$ cat src/rtl/mem_wb_stage.sv
// M stage of the pipeline: performs the data-memory access over a req/gnt/rvalid
// handshake, formats store lanes and load data, and registers the MEM/WB bundle.
module mem_wb_stage #(
    parameter int word_width = 32
) (
    input  logic                  clk,
    input  logic                  reset,
    input  logic                  RegWriteM,
    input  logic [1:0]            ResultSrcM,
    input  logic                  MemWriteM,
    input  logic [2:0]            funct3M,
    input  logic [word_width-1:0] ALUResultM,
    input  logic [word_width-1:0] WriteDataM,
    input  logic [4:0]            RdM,
    input  logic [word_width-1:0] PCPlus4M,
    output logic                  StallM,
    output logic                  access_err,
    output logic                  dmem_req,
    output logic                  dmem_we,
    output logic [word_width-1:0] dmem_addr,
    output logic [word_width-1:0] dmem_wdata,
    output logic [3:0]            dmem_be,
    input  logic                  dmem_gnt,
    input  logic                  dmem_rvalid,
    input  logic [word_width-1:0] dmem_rdata,
    output logic                  RegWriteW,
    output logic [1:0]            ResultSrcW,
    output logic [word_width-1:0] ReadDataW,
    output logic [word_width-1:0] ALUResultW,
    output logic [4:0]            RdW,
    output logic [word_width-1:0] PCPlus4W
);

    localparam logic [0:0] IDLE      = 1'b0;
    localparam logic [0:0] WAIT_RESP = 1'b1;

    logic [0:0] state_r;
    logic [0:0] next_state_s;
    logic       is_store_s;
    logic       is_load_s;
    logic       access_s;
    logic       f3_ok_s;
    logic       aligned_s;
    logic       legal_s;
    logic [1:0] addr_lo_s;

    // Select the addressed byte/halfword (little-endian) and sign/zero extend it.
    function automatic logic [31:0] load_extend(input logic [2:0] f3,
                                                input logic [1:0] lo,
                                                input logic [31:0] word);
        logic [7:0]  b;
        logic [15:0] h;
        b = word[{lo, 3'b000} +: 8];
        h = lo[1] ? word[31:16] : word[15:0];
        case (f3)
            3'b000:  load_extend = {{24{b[7]}}, b};
            3'b001:  load_extend = {{16{h[15]}}, h};
            3'b100:  load_extend = {24'h000000, b};
            3'b101:  load_extend = {16'h0000, h};
            default: load_extend = word;
        endcase
    endfunction

    // Classify the M-stage instruction; a store wins over a load-marked result select.
    always_comb begin
        addr_lo_s  = ALUResultM[1:0];
        is_store_s = MemWriteM;
        is_load_s  = !MemWriteM && (ResultSrcM == 2'b01);
        access_s   = is_store_s || is_load_s;
        case (funct3M)
            3'b000:  f3_ok_s = 1'b1;
            3'b001:  f3_ok_s = 1'b1;
            3'b010:  f3_ok_s = 1'b1;
            3'b100:  f3_ok_s = is_load_s;
            3'b101:  f3_ok_s = is_load_s;
            default: f3_ok_s = 1'b0;
        endcase
        case (funct3M[1:0])
            2'b01:   aligned_s = !addr_lo_s[0];
            2'b10:   aligned_s = (addr_lo_s == 2'b00);
            default: aligned_s = 1'b1;
        endcase
        legal_s = access_s && f3_ok_s && aligned_s;
    end

    // Memory address, write enable and lane-replicated store data.
    always_comb begin
        dmem_addr  = {word_width{1'b0}};
        dmem_we    = 1'b0;
        dmem_be    = 4'b0000;
        dmem_wdata = {word_width{1'b0}};
        if (access_s) begin
            dmem_addr = {ALUResultM[word_width-1:2], 2'b00};
            dmem_we   = is_store_s;
            if (is_store_s) begin
                case (funct3M[1:0])
                    2'b00: begin
                        dmem_be    = 4'b0001 << addr_lo_s;
                        dmem_wdata = {4{WriteDataM[7:0]}};
                    end
                    2'b01: begin
                        dmem_be    = 4'b0011 << {addr_lo_s[1], 1'b0};
                        dmem_wdata = {2{WriteDataM[15:0]}};
                    end
                    default: begin
                        dmem_be    = 4'b1111;
                        dmem_wdata = WriteDataM;
                    end
                endcase
            end else begin
                dmem_be    = 4'b1111;
                dmem_wdata = {word_width{1'b0}};
            end
        end else begin
            dmem_addr = {word_width{1'b0}};
        end
    end

    // Handshake control: request, stall, error pulse and next state.
    always_comb begin
        dmem_req     = 1'b0;
        StallM       = 1'b0;
        access_err   = 1'b0;
        next_state_s = state_r;
        case (state_r)
            IDLE: begin
                dmem_req   = legal_s;
                access_err = access_s && !legal_s;
                StallM     = legal_s && (is_load_s || !dmem_gnt);
                if (legal_s && is_load_s && dmem_gnt) begin
                    next_state_s = WAIT_RESP;
                end else begin
                    next_state_s = IDLE;
                end
            end
            WAIT_RESP: begin
                StallM = !dmem_rvalid;
                if (dmem_rvalid) begin
                    next_state_s = IDLE;
                end else begin
                    next_state_s = WAIT_RESP;
                end
            end
            default: next_state_s = IDLE;
        endcase
    end

    // FSM state and MEM/WB register; a stalled cycle injects a bubble.
    always_ff @(posedge clk) begin
        if (reset) begin
            state_r    <= IDLE;
            RegWriteW  <= 1'b0;
            ResultSrcW <= 2'b00;
            ReadDataW  <= {word_width{1'b0}};
            ALUResultW <= {word_width{1'b0}};
            RdW        <= 5'd0;
            PCPlus4W   <= {word_width{1'b0}};
        end else begin
            state_r <= next_state_s;
            if (!StallM) begin
                RegWriteW  <= RegWriteM && !access_err;
                ResultSrcW <= ResultSrcM;
                ReadDataW  <= (state_r == WAIT_RESP) ?
                              load_extend(funct3M, addr_lo_s, dmem_rdata) : {word_width{1'b0}};
                ALUResultW <= ALUResultM;
                RdW        <= RdM;
                PCPlus4W   <= PCPlus4M;
            end else begin
                RegWriteW <= 1'b0;
            end
        end
    end

endmodule

$ cat config.mk
export PLATFORM = sky130hd
export DESIGN_NAME = mem_wb_stage
export DESIGN_NICKNAME = d
export VERILOG_FILES = /design/src/rtl/mem_wb_stage.sv
export SDC_FILE = /design/constraint.sdc
export NUM_CORES = 1
export LEC_CHECK = 0
export CAP_MARGIN = 20
export CELL_PAD_IN_SITES_DETAIL_PLACEMENT = 1
export CELL_PAD_IN_SITES_GLOBAL_PLACEMENT = 1
export CORE_MARGIN = 10
export CORE_UTILIZATION = 26
export CTS_BUF_LIST = sky130_fd_sc_hd__clkbuf_4 sky130_fd_sc_hd__clkbuf_8
export CTS_CLUSTER_DIAMETER = 150
export DETAILED_ROUTE_END_ITERATION = 10
export PLACE_DENSITY_LB_ADDON = 0.1
export RECOVER_POWER = 50
export SLEW_MARGIN = 10
export SYNTH_ARGS = -nofsm -noshare
export SYNTH_HDL_FRONTEND = slang
export SYNTH_SLANG_ARGS = --single-unit
$ cat constraint.sdc
create_clock -name clk -period 2.2 [get_ports clk]
set_clock_uncertainty 0.05 [all_clocks]
set_input_delay 0.22 -clock clk [delete_from_list [all_inputs] [get_ports clk]]
set_output_delay 0.22 -clock clk [all_outputs]
set_load 0.02 [all_outputs]
After elaboration in Yosys (flattened, before gate mapping)
Index checks and enable logic that the tools add are counted.

Equal/unequal tests: 7. Shift operators: 3. Muxes and demuxes: 19. Bitwise logic cells: 1. Reductions and logical operators: 22.

Operators by type and width (number): 2-to-1 mux 32 bit (4); one-hot mux 32 bit (4 select lines) (1); one-hot mux 32 bit (2 select lines) (1); variable part select 32 x 6 -> 8 bit (1); 2-to-1 mux 16 bit (1); logical AND 1 bit (8); 2-to-1 mux 4 bit (2); one-hot mux 1 bit (2 select lines) (4); one-hot mux 4 bit (2 select lines) (1); == test 3 bit, second input constant (2); zero test 1 bit (6); 2-to-1 mux 1 bit (5); == test 2 x 1 -> 1 bit, second input constant (2); zero test 2 bit (2); OR reduction 2 bit (2); left shift 1 x 2 -> 4 bit, first input constant (1); left shift 2 x 2 -> 4 bit, first input constant (1); == test 3 x 1 -> 1 bit, second input constant (1); == test 3 x 2 -> 1 bit, second input constant (1); zero test 3 bit (1); OR reduction 3 bit (1); == test 2 bit, second input constant (1); logical OR 1 bit (2); inverter 1 bit (1).

Register bits after elaboration: 105. Input port bits: 144. Output and inout port bits: 176.

Logic depth before layout (Yosys ltp)
Depth after elaboration: 10. Mapped depth: 11. Mapped depth without buffers: 8.

Worst setup path after synthesis
Ideal clock, no wire load.

Kind: input to output. Start point: in funct3M[1]. End point: out dmem_wdata[22]. Arrival time: 1.802 ns. Slack: 0.128 ns. Stages on the path: 9. Cell sequence: inv_1 ha_1 buf_2 or2_1 clkbuf_1 clkbuf_1 and3_1 a21oi_1 nor2_1.

Cells in the longest elaborated chain, start to end: 4.

Ends and longest elaborated chain: from (decl) (RTL line 11) `input logic [2:0] funct3M,`; == test 2 x 1 -> 1 bit / zero test 2 bit (equally long branches) (RTL line 96) `case (funct3M[1:0])`; one-hot mux 32 bit (2 select lines) (*) (RTL line 96); 2-to-1 mux 32 bit (*) (RTL line 95) `if (is_store_s) begin`; 2-to-1 mux 32 bit (*) (RTL line 92) `if (access_s) begin`; to (decl) (RTL line 21) `output logic [word_width-1:0] dmem_wdata,`.

Mark *: on every way between the ends. The rest lies on a longest branch, timed or not.

Worst setup path after layout
Start point: in MemWriteM. End point: out dmem_wdata[17].

Cells in the longest elaborated chain, start to end: 4.

Ends and longest elaborated chain: from (decl) (RTL line 10) `input logic MemWriteM,`; zero test 1 bit (RTL line 68) `is_load_s = !MemWriteM && (ResultSrcM == 2'b01);`; logical AND 1 bit (RTL line 68); logical OR 1 bit (RTL line 69) `access_s = is_store_s || is_load_s;`; 2-to-1 mux 32 bit (*) (RTL line 92).

Marked as above.

==> metrics <==
run status complete, no violations; post-route DRC violation count 0; mean number of vias per cell a little under 5; number of warnings printed during yosys synthesis 0; fraction of the mapped netlist area in compound gates 23.8%; DP Area 8860 um^2; met3 usage a little under 8%; WS Path Type input pin to primary output; share of the core filled with cells between 40% and 50%; average routed wire per standard cell roughly 21 um; post-synthesis cell type with the largest combined area dfxtp_1; flop-to-flop setup slack between 0.4 and 0.5 ns; clock insertion delay at the later pin of the skew report roughly 0.38 ns; final setup margin 0.0963 ns; pwr dens 526 nW/um^2; Layout area overhead 74.4%; largest family of logic cells by synthesized area simple AND/OR/NAND/NOR gates; sum of overflow across all layers after global routing 0; number of instances in the synthesized netlist ~650; final weighted congestion in routability-driven placement 0.814; maximum vdd ir drop ~380 uV; clock tree sinks around 110; sequential share of the synthesized area about 40%; core area approximately 20000 um^2; leakage dissipation about 0.004 uW; Final Slew Violations 0; Post-CTS Hold Buffers 0; Tot GR Track Use between 10% and 20%; synthesized-area fraction occupied by xor and xnor cells 0%; share of flip-flops with an asynchronous set or reset 0%; CTS buffer count 9; endpoint class of the critical path primary output; Pre-antenna DRT Iters 4; share of post-route cells with drive strength above 1 approximately 15%; maximum clock frequency 475 MHz; adder-cell share of the synthesized area less than 1%; initial antenna violation count 1; Multi-input gate area about 2900 um^2; Critical Path Source Type input pin; number of endpoints failing setup at the final stage 0; max-cap check violation count 0; total die area approximately 26000 um^2; row count 51; post-placement setup slack -0.523 ns; Final period util around 96%; largest net degree at the start of global routing 106; final critical-path required period 2.10 ns; wire length of the first global-routing pass 39500 um; CTS tree done; mean post-synth cell area approximately 8 um^2; predominant post-synthesis flop cell dfxtp_1; Synth top area share between 40% and 50%; path class of the lowest-slack min-delay path input pin to register; met2 Track Usage GR between 30% and 40%; final hold violations 0; TNS Setup 0 ns; number of global-route vias before repair roughly 6600; antenna-violating nets left 0; clock input transition at the sequential cells of the worst setup and hold paths roughly 0.12 ns; vias after detailed routing a little over 6000; number of nets in the final layout about 1100; area of the mapped netlist between 5000 and 6000 um^2; Ant. Diodes 0; top area cells in the synthesized netlist dfxtp_1 (40%), nand2_1 (10%), a21oi_1 (8.2%), nand3b_1 (4.5%), nor2b_1 (3.9%); Synth cell types 47; Clock Root Buffer clkbuf_8; register area around 2100 um^2; CP arrival between 1.5 and 2 ns; Post-synth EDFFs 0; DP Wirelength 20600 um; total of buffers placed on input and output ports between 300 and 400; effective utilization at floorplan between 20% and 30%; post-detailed-routing wire length ~27000 um; biggest fanout along the worst timing path 24; design area 9110 um^2; Top Ports 320; CTS H-Tree Depth 3; Hold Slack 0.311 ns; fill cell instance count of the final layout around 2400; post-synthesis mux area share ~2.4%; synthesis-stage register bit count between 100 and 150; Die Ht around 160 um; data required time of the worst path between 1.5 and 2 ns; RSZ-0062 raised after global routing false; number of DRC markers in iteration 0 235; number of buffers between clock root and the deepest sink 2; die boundary width approximately 160 um; simple-gate portion of the synthesized area 26.8%; Most Used Layer, Global Route met2; GR Util met1 20.3%
-- flip-flops by register name, indices dropped and copies added (netlist names) --
signal and flops:
ResultSrcW 2, ReadDataW 32, RdW 5, ALUResultW 32, RegWriteW 1, state_r 1, PCPlus4W 32
-- kinds of logic (layout without fill, tap and decap cells) --
family,Yosys count,after routing
compound gates,179,179
fa+ha+maj,3,3
buf+inv,66,387
flops,105,105
mux,11,11
other cells,1,2
simple gates,289,289
-- worst paths after layout --
| check | to | startpoint | cells after the start |
|---|---|---|---|
| min reg2reg | ALUResultW[18]$_SDFFE_PP0N_ | ALUResultW[18]$_SDFFE_PP0N_ | 2 |
| max | dmem_wdata[17] | MemWriteM | 5 |
| min | PCPlus4W[10]$_SDFFE_PP0N_ | PCPlus4M[10] | 3 |
| max reg2reg | ReadDataW[16]$_SDFFE_PP0N_ | state_r$_SDFF_PP0_ | 7 |
-- layout by cell type, fill, tap and decap left out, drive strengths merged, types with 2 or more instances in the layout --
cell | netlist | routed
a22oi | 18 | 18
o41ai | 8 | 8
nor2 | 43 | 43
conb | 1 | 2
inv | 5 | 7
clkbuf | 37 | 26
clkdlybuf4s15 | 0 | 7
dlygate4sd3 | 0 | 104
dfxtp | 105 | 105
o21ai | 5 | 5
a31oi | 12 | 12
dlymetal6s2s | 0 | 2
nand3b | 31 | 31
a22o | 7 | 7
nand2 | 155 | 155
mux2 | 9 | 9
a21oi | 97 | 97
and2 | 9 | 9
clkinv | 0 | 2
o31ai | 23 | 23
dlygate4sd2 | 0 | 30
nand2b | 7 | 7
clkdlybuf4s50 | 0 | 150
ha | 3 | 3
nor2b | 33 | 33
and3 | 8 | 8
o21bai | 2 | 2
mux2i | 2 | 2
buf | 24 | 57
-- repair_timing --
| item | 4_1_cts | 5_1_grt |
|---|---|---|
| setup buffers | 1 | 2 |
| pin swaps | 1 | 2 |
| setup endpoints to repair | 73 | 129 |
| gates cloned | 0 | 4 |
| gates resized for setup | 143 | 26 |
-- metrics by stage --
step	std cells	power, uW
after CTS	1235	4870
after global placement	1219	3590
after detailed placement	1219	3620
final	1241	4800
after floorplan	655	2760
after global routing	1241	5060
-- layer usage --
metal | share of wire (%) | vias up | wire [um]
li1 | - | 2867 | -
met5 | 0.049 | - | 13
met2 | 50 | 249 | 13400
met1 | 38 | 2909 | 10100
met3 | 8.8 | 37 | 2340
met4 | 2.5 | 2 | 665
-- worst max-delay path, stage by stage --
cell             delay (ns)
clkdlybuf4s50_1        0.56
inv_2                  0.08
buf_4                  0.22
nor2_1                 0.13
clkdlybuf4s50_1        0.61
-- final cells by class --
class                   instances  share of cell area (%)
flip-flops and latches        105                    23.1
repair buffers                367                    39.2
multi-input cells             484                    31.7
clock inverters                 6                   0.824
clock buffers                   9                    1.36
inverters                       5                   0.233
well taps                     265                    3.64
-- where the power goes --
| group | internal (uW) | switching (uW) |
|---|---|---|
| Combinational | 688 | 793 |
| Sequential | 1990 | 43.9 |
| Clock | 537 | 744 |
| Total | 3220 | 1580 |
-- synth_stat cells (8+ instances only) --
master	count
nor2b_1	33
nand2_2	10
buf_2	11
nor2_1	42
o31ai_1	23
and2_1	8
a22oi_1	17
clkbuf_1	37
a21oi_2	11
o41ai_2	8
dfxtp_1	105
a31oi_1	12
a21oi_1	86
nand3b_1	31
and3_1	8
nand2_1	145
No activity file was read; power rests on OpenSTA's default activity.
